===== src/rtl/mem_bus_master.sv =====
// mem_bus_master
//   Turns single commands (read/write, byte address, write data) into one
//   strobed access on a simple memory bus and returns a one-cycle response.
//   FSM: IDLE -> ACCESS -> DONE -> IDLE. A misaligned command (addr[1:0] != 0)
//   skips ACCESS and goes straight to DONE with an error response.
//
// Optional feature (macro MEM_BUS_MASTER_TIMEOUT_EN):
//   aborts ACCESS after TIMEOUT_CYCLES cycles without ACK, error response.
//   Without the macro no counter is built and ACCESS waits for ACK forever.
//
// Ports
//   MEM_BUS_MASTER_CLOCK_50          clock, rising edge
//   MEM_BUS_MASTER_ResetInHigh_In    synchronous active-high reset
//   MEM_BUS_MASTER_Cmd*              command channel (valid/ready handshake)
//   MEM_BUS_MASTER_Rsp*              response: valid pulse, read data, error
//   MEM_BUS_MASTER_A_OutBus/B_OutBus memory address / write data
//   MEM_BUS_MASTER_RD_Out/WRMain_Out memory read / write strobes
//   MEM_BUS_MASTER_ACK_In/Data_InBus memory acknowledge / read data
module mem_bus_master #(
  parameter int DATAWIDTH_BUS  = 32,
  parameter int TIMEOUT_CYCLES = 16
) (
  input  logic                     MEM_BUS_MASTER_CLOCK_50,
  input  logic                     MEM_BUS_MASTER_ResetInHigh_In,
  input  logic                     MEM_BUS_MASTER_CmdValid_In,
  output logic                     MEM_BUS_MASTER_CmdReady_Out,
  input  logic                     MEM_BUS_MASTER_CmdWrite_In,
  input  logic [DATAWIDTH_BUS-1:0] MEM_BUS_MASTER_CmdAddr_InBus,
  input  logic [DATAWIDTH_BUS-1:0] MEM_BUS_MASTER_CmdWData_InBus,
  output logic                     MEM_BUS_MASTER_RspValid_Out,
  output logic [DATAWIDTH_BUS-1:0] MEM_BUS_MASTER_RspRData_OutBus,
  output logic                     MEM_BUS_MASTER_RspError_Out,
  output logic [DATAWIDTH_BUS-1:0] MEM_BUS_MASTER_A_OutBus,
  output logic [DATAWIDTH_BUS-1:0] MEM_BUS_MASTER_B_OutBus,
  output logic                     MEM_BUS_MASTER_RD_Out,
  output logic                     MEM_BUS_MASTER_WRMain_Out,
  input  logic                     MEM_BUS_MASTER_ACK_In,
  input  logic [DATAWIDTH_BUS-1:0] MEM_BUS_MASTER_Data_InBus
);

  typedef enum logic [1:0] {IDLE, ACCESS, DONE} state_e;

  state_e                   state_q, state_d;
  logic                     ready_q, ready_d;
  logic                     wr_q, wr_d;
  logic [DATAWIDTH_BUS-1:0] a_q, a_d;
  logic [DATAWIDTH_BUS-1:0] b_q, b_d;
  logic                     rd_stb_q, rd_stb_d;
  logic                     wr_stb_q, wr_stb_d;
  logic                     rsp_valid_q, rsp_valid_d;
  logic                     rsp_err_q, rsp_err_d;
  logic [DATAWIDTH_BUS-1:0] rsp_rdata_q, rsp_rdata_d;

`ifdef MEM_BUS_MASTER_TIMEOUT_EN
  localparam int CW = $clog2(TIMEOUT_CYCLES + 1);
  logic [CW-1:0] cnt_q, cnt_d;
`endif

  always_comb begin
    state_d     = state_q;
    ready_d     = ready_q;
    wr_d        = wr_q;
    a_d         = a_q;
    b_d         = b_q;
    rd_stb_d    = rd_stb_q;
    wr_stb_d    = wr_stb_q;
    // Response fields are only meaningful for the single DONE cycle.
    rsp_valid_d = 1'b0;
    rsp_err_d   = 1'b0;
    rsp_rdata_d = '0;
`ifdef MEM_BUS_MASTER_TIMEOUT_EN
    cnt_d       = '0;
`endif
    case (state_q)
      IDLE: begin
        ready_d = 1'b1;
        if (MEM_BUS_MASTER_CmdValid_In && ready_q) begin
          ready_d = 1'b0;
          wr_d    = MEM_BUS_MASTER_CmdWrite_In;
          a_d     = MEM_BUS_MASTER_CmdAddr_InBus;
          b_d     = MEM_BUS_MASTER_CmdWData_InBus;
          if (MEM_BUS_MASTER_CmdAddr_InBus[1:0] != 2'b00) begin
            state_d     = DONE;
            rsp_valid_d = 1'b1;
            rsp_err_d   = 1'b1;
          end else begin
            state_d  = ACCESS;
            rd_stb_d = !MEM_BUS_MASTER_CmdWrite_In;
            wr_stb_d = MEM_BUS_MASTER_CmdWrite_In;
          end
        end
      end
      ACCESS: begin
        // ACK is checked first so it wins over a timeout in the same cycle.
        if (MEM_BUS_MASTER_ACK_In) begin
          state_d     = DONE;
          rd_stb_d    = 1'b0;
          wr_stb_d    = 1'b0;
          rsp_valid_d = 1'b1;
          rsp_rdata_d = wr_q ? '0 : MEM_BUS_MASTER_Data_InBus;
        end
`ifdef MEM_BUS_MASTER_TIMEOUT_EN
        else begin
          cnt_d = cnt_q + CW'(1);
          if (cnt_d == CW'(TIMEOUT_CYCLES)) begin
            state_d     = DONE;
            rd_stb_d    = 1'b0;
            wr_stb_d    = 1'b0;
            rsp_valid_d = 1'b1;
            rsp_err_d   = 1'b1;
          end
        end
`endif
      end
      DONE: begin
        state_d = IDLE;
        ready_d = 1'b1;
      end
      default: begin
        state_d  = IDLE;
        ready_d  = 1'b1;
        rd_stb_d = 1'b0;
        wr_stb_d = 1'b0;
      end
    endcase
  end

  always_ff @(posedge MEM_BUS_MASTER_CLOCK_50) begin
    if (MEM_BUS_MASTER_ResetInHigh_In) begin
      state_q     <= IDLE;
      ready_q     <= 1'b1;
      wr_q        <= 1'b0;
      a_q         <= '0;
      b_q         <= '0;
      rd_stb_q    <= 1'b0;
      wr_stb_q    <= 1'b0;
      rsp_valid_q <= 1'b0;
      rsp_err_q   <= 1'b0;
      rsp_rdata_q <= '0;
`ifdef MEM_BUS_MASTER_TIMEOUT_EN
      cnt_q       <= '0;
`endif
    end else begin
      state_q     <= state_d;
      ready_q     <= ready_d;
      wr_q        <= wr_d;
      a_q         <= a_d;
      b_q         <= b_d;
      rd_stb_q    <= rd_stb_d;
      wr_stb_q    <= wr_stb_d;
      rsp_valid_q <= rsp_valid_d;
      rsp_err_q   <= rsp_err_d;
      rsp_rdata_q <= rsp_rdata_d;
`ifdef MEM_BUS_MASTER_TIMEOUT_EN
      cnt_q       <= cnt_d;
`endif
    end
  end

  assign MEM_BUS_MASTER_CmdReady_Out    = ready_q;
  assign MEM_BUS_MASTER_RspValid_Out    = rsp_valid_q;
  assign MEM_BUS_MASTER_RspRData_OutBus = rsp_rdata_q;
  assign MEM_BUS_MASTER_RspError_Out    = rsp_err_q;
  assign MEM_BUS_MASTER_A_OutBus        = a_q;
  assign MEM_BUS_MASTER_B_OutBus        = b_q;
  assign MEM_BUS_MASTER_RD_Out          = rd_stb_q;
  assign MEM_BUS_MASTER_WRMain_Out      = wr_stb_q;

endmodule


===== config.mk =====
export PLATFORM = sky130hd
export DESIGN_NAME = mem_bus_master
export DESIGN_NICKNAME = d
export VERILOG_FILES = /design/src/rtl/mem_bus_master.sv
export SDC_FILE = /design/constraint.sdc
export NUM_CORES = 1
export LEC_CHECK = 0
export CAP_MARGIN = 20
export CORE_MARGIN = 4
export CORE_UTILIZATION = 40
export DETAILED_ROUTE_END_ITERATION = 12
export PLACE_DENSITY = 0.85
export SYNTH_ARGS = -nofsm -noshare
export SYNTH_HDL_FRONTEND = slang
export SYNTH_SLANG_ARGS = --single-unit

===== constraint.sdc =====
create_clock -name MEM_BUS_MASTER_CLOCK_50 -period 2 [get_ports MEM_BUS_MASTER_CLOCK_50]
set_input_delay 0.4 -clock MEM_BUS_MASTER_CLOCK_50 [delete_from_list [all_inputs] [get_ports MEM_BUS_MASTER_CLOCK_50]]
set_output_delay 0.4 -clock MEM_BUS_MASTER_CLOCK_50 [all_outputs]
set_load 0.01 [all_outputs]

# == After elaboration in Yosys (flattened, before gate mapping) ==
# Cells that the tools add are included.
# classes
n_reduce_logical,9
n_eq_ne,5
bitwise,4
mux,17
# ops
op,count
1-bit 2-to-1 mux,9
2-bit 2-to-1 mux,3
"2-bit inequality test, second input constant",3
1-bit case mux with 3 select lines,2
1-bit NOT,4
1-bit case mux with 2 select lines,2
2-bit case mux with 2 select lines,1
2-bit AND reduction,2
4-bit AND reduction,1
4-bit OR reduction,1
"2-bit by 1-bit == test with 1-bit output, second input constant",1
"2-bit == test, second input constant",1
2-bit logical NOT,1
2-bit nonzero test,1
2-bit OR reduction,1
1-bit logical AND,1
1-bit logical NOT,1
# word_totals
ff_bits,104
elab_cells,45
in_bits,101
output_inout_bits,101

# == Logic depth before layout (Yosys ltp) ==
# logic_depth
ltp_word,4
depth_mapped,6

# == Worst setup path before layout ==
# No wires, ideal clock.
# synth_timing
path_type,register to register
startpoint,register state_q[0]
endpoint,register a_q[23] (netlist: MEM_BUS_MASTER_A_OutBus[23])
stages_incl_launch_ff,7
setup_time_ps,70
arrival_time_ps,1137
period_less_slack_ps,1208
path_slack_ps,792
cell_sequence,dfxtp_1 > buf_2 > and4bb_2 > buf_6 > buf_6 > nand2_1 > a21oi_1
# synth_between
elab_chain_cells,2
# synth_lines
item,line_no,text
start: declaration,43,"state_e state_q, state_d;"
start signal: assignment,144,state_q <= state_d;
2-bit logical NOT,74,case (state_q)
2-bit AND reduction (no line),n/a,
end signal: assignment,133,a_q <= '0;
end signal: assignment,147,a_q <= a_d;
end: declaration,46,"logic [DATAWIDTH_BUS-1:0] a_q, a_d;"
# No other way between the ends.
# A chain may end at the register's enable or synchronous reset.

# == Final worst setup path ==
# layout_timing
startpoint,register ready_q (netlist: MEM_BUS_MASTER_CmdReady_Out)
endpoint,output port MEM_BUS_MASTER_CmdReady_Out
# layout_rtl
item,line_no,text
start: declaration,44,"logic ready_q, ready_d;"
start signal: assignment,145,ready_q <= ready_d;
end: declaration,26,"output logic MEM_BUS_MASTER_CmdReady_Out,"
# No word-level cell between the ends.

==> flow_summary.toml <==
[detailed_routing]
drt_iter0_markers = 101
drt_first_pass_iters = 5
drt_wl_total_microns = 9910
via_count = 3207
wire_per_inst_microns = 14.5
ant_nets = 0
viasPerCell = 4.68
drcViolationCount = 0

[timing]
tightest_slew_ps = 459
min_period_ps = 1770
tns_ps = 0
fin_skew_ps = 5.22
slew_viol_final = 0
rsz0062_at_grt = "false"
worst_slack_ps = 229
max_freq_mhz = 565
period_share_pct = 88.6
setup_viol = 0
slew_headroom_pct = 69.4
hold_viol = 0

[setup_path]
critPathRequiredTime_ps = 1600
critPathSlowestCell = "clkdlybuf4s50_1"
path_buf_inv = 1
critPathCaptureType = "output port"
reg2reg_depth = 4
slowest_delay_ps = 590
path_delay_family = "buffers and inverters"
path_class = "flop to output port"
crit_chain = "clkdlybuf4s50_1"
startpoint_type = "flop"
crit_fanout = 5
worstPathArrival_ps = 1370
path_depth = 1

[synth]
netlist_instances = 382
synth_top_area_share_pct = 61.0
synthAdderAreaFrac_pct = 0
synth_xor_area_share_pct = 0
synth_most_common_cell = "nand2_1"
yosys.area_share.simple_pct = 23.3
syn-num-nets = 483
async_reset_ff_share_pct = 0
synth_compound_area_share_pct = 10.8
synthFlopType = "dfxtp_1"
seq_area_frac_synth_pct = 61.0
synth_common_cells = "nand2_1 (130), dfxtp_1 (104), a21oi_1 (69)"
synth_area_leaders = "dfxtp_1 (61%), nand2_1 (14%), a21oi_1 (10%)"
synth_seq_cells = 104
synth_top_family_by_area = "simple AND/OR/NAND/NOR gates"
synth_area_sq_mm = 0.00342
synthDistinctLibCells = 22
yosysWarnings = 0
synth_top_area_cell = "dfxtp_1"
avgSynthCellArea_sq_um = 8.94
synth-edff-count = 0
muxShareOfSynthArea_pct = 0.586

[die]
rows = 33
core_sq_mm = 0.00826
ios = 202
fp.dieArea_sq_mm = 0.0101
die_height_microns = 100
initial_core_util_pct = 41.4
die_w_microns = 100

[grt]
grt-ovfl-total = 0
grt_max_degree = 33
antenna_found_initial = 0
track_usage_pct = 19.4
grt_pass1_vias = 3279
grt_pass1_wl_microns = 15500

[clocking]
cts_setup_buffers = 0
clk_pin_slew_ps = 90
hold_buffers = 0
numCtsBuffers = 9
cts_resized = 0
clockRootBuffer = "clkbuf_8"
clock_path_buffers = 2
clock-sinks = 104
h-tree-depth = 3
clock_latency_ps = 350
cts_tree = "built"

[layout]
diodes = 0
layout.nets = 677
fin_cells = 685
final_layout_size_suffix_gt1_share_pct = 4.83
area_growth_syn_to_layout_pct = 66.7
fin_area_sq_mm = 0.00569

[placement]
dp_hpwl_microns = 7640
port_buffers = 201
gp_congestion = 0.740
place_area_sq_mm = 0.00550
place_inst = 670
pre_cts_ws_ps = 103

[hold_path]
whs_path_depth = 2
hold_path.class = "flop to flop"

[power]
ir_worst_vdd_v = 0.000421
pwr_density_cell_mw_per_mm2 = 742
power.leakage_uw = 0.00213

[job]
drv_cap = 0

[run_status]
status = "complete, no violations"
where the power goes:
part	switching [uW]	leakage [uW]	internal, uW
Sequential	56.4	0.000849	2170
Clock	692	0.0000921	579
Combinational	296	0.00119	427
metal layers:
metal | vias up | track usage [%] | wire length (microns)
met5 | - | 0 | 0
met4 | 0 | 8.08 | 244
met2 | 136 | 35.1 | 5160
li1 | 1601 | - | -
met1 | 1448 | 20.7 | 3670
met3 | 22 | 6.05 | 828
registers in the layout, indices dropped and copies added (netlist names):
| signal | flops |
|---|---|
| MEM_BUS_MASTER_A_OutBus | 32 |
| MEM_BUS_MASTER_B_OutBus | 32 |
| MEM_BUS_MASTER_RspRData_OutBus | 32 |
| state_q | 2 |
| MEM_BUS_MASTER_CmdReady_Out | 1 |
| MEM_BUS_MASTER_RD_Out | 1 |
| MEM_BUS_MASTER_RspError_Out | 1 |
| MEM_BUS_MASTER_RspValid_Out | 1 |
| MEM_BUS_MASTER_WRMain_Out | 1 |
| wr_q | 1 |
cell usage in the layout (no fill, tap or decap), types with 2 or more instances in the layout:
| cell type | count |
|---|---|
| clkdlybuf4s50_1 | 200 |
| nand2_1 | 130 |
| dfxtp_1 | 104 |
| a21oi_1 | 69 |
| and2_1 | 32 |
| clkbuf_8 | 9 |
| buf_4 | 8 |
| nor2_1 | 3 |
| nand2b_1 | 3 |
| nand3b_1 | 2 |
| mux2i_1 | 2 |
| inv_6 | 2 |
| clkinvlp_4 | 2 |
per-stage QoR:
stage	util [%]	total power, uW	hold slack, ps
floorplan	-	2550	448
global placement	66.6	2990	442
detailed placement	66.6	3010	447
CTS	68.9	4270	458
global route	68.9	4430	477
finish	68.9	4220	455
final timing paths:
check                                      to                         from  slack (ps)
setup reg to reg  MEM_BUS_MASTER_A_OutBus[14]                   state_q[0]         590
hold / removal    MEM_BUS_MASTER_A_OutBus[17]  MEM_BUS_MASTER_A_OutBus[17]         460
hold reg to reg   MEM_BUS_MASTER_A_OutBus[17]  MEM_BUS_MASTER_A_OutBus[17]         460
setup / recovery  MEM_BUS_MASTER_CmdReady_Out  MEM_BUS_MASTER_CmdReady_Out         230
cell families (layout without fill, tap and decap cells):
| kind of cell | count (synthesis) | in the layout |
|---|---|---|
| flip-flops | 104 | 104 |
| AND/OR/NAND/NOR | 177 | 177 |
| buffers and inverters | 27 | 225 |
| multiplexers | 2 | 2 |
| AO/OA/AOI/OAI | 72 | 72 |
area by class of cell:
cell class                 count  area [sq um]
tap                          105           131
multi-input combinational    251          1200
timing repair buffer         210          2090
fill                         656          2560
clock buffer                   9           124
sequential                   104          2080
clock inverter                 6          67.6
Power figures use the tool's default switching activity.
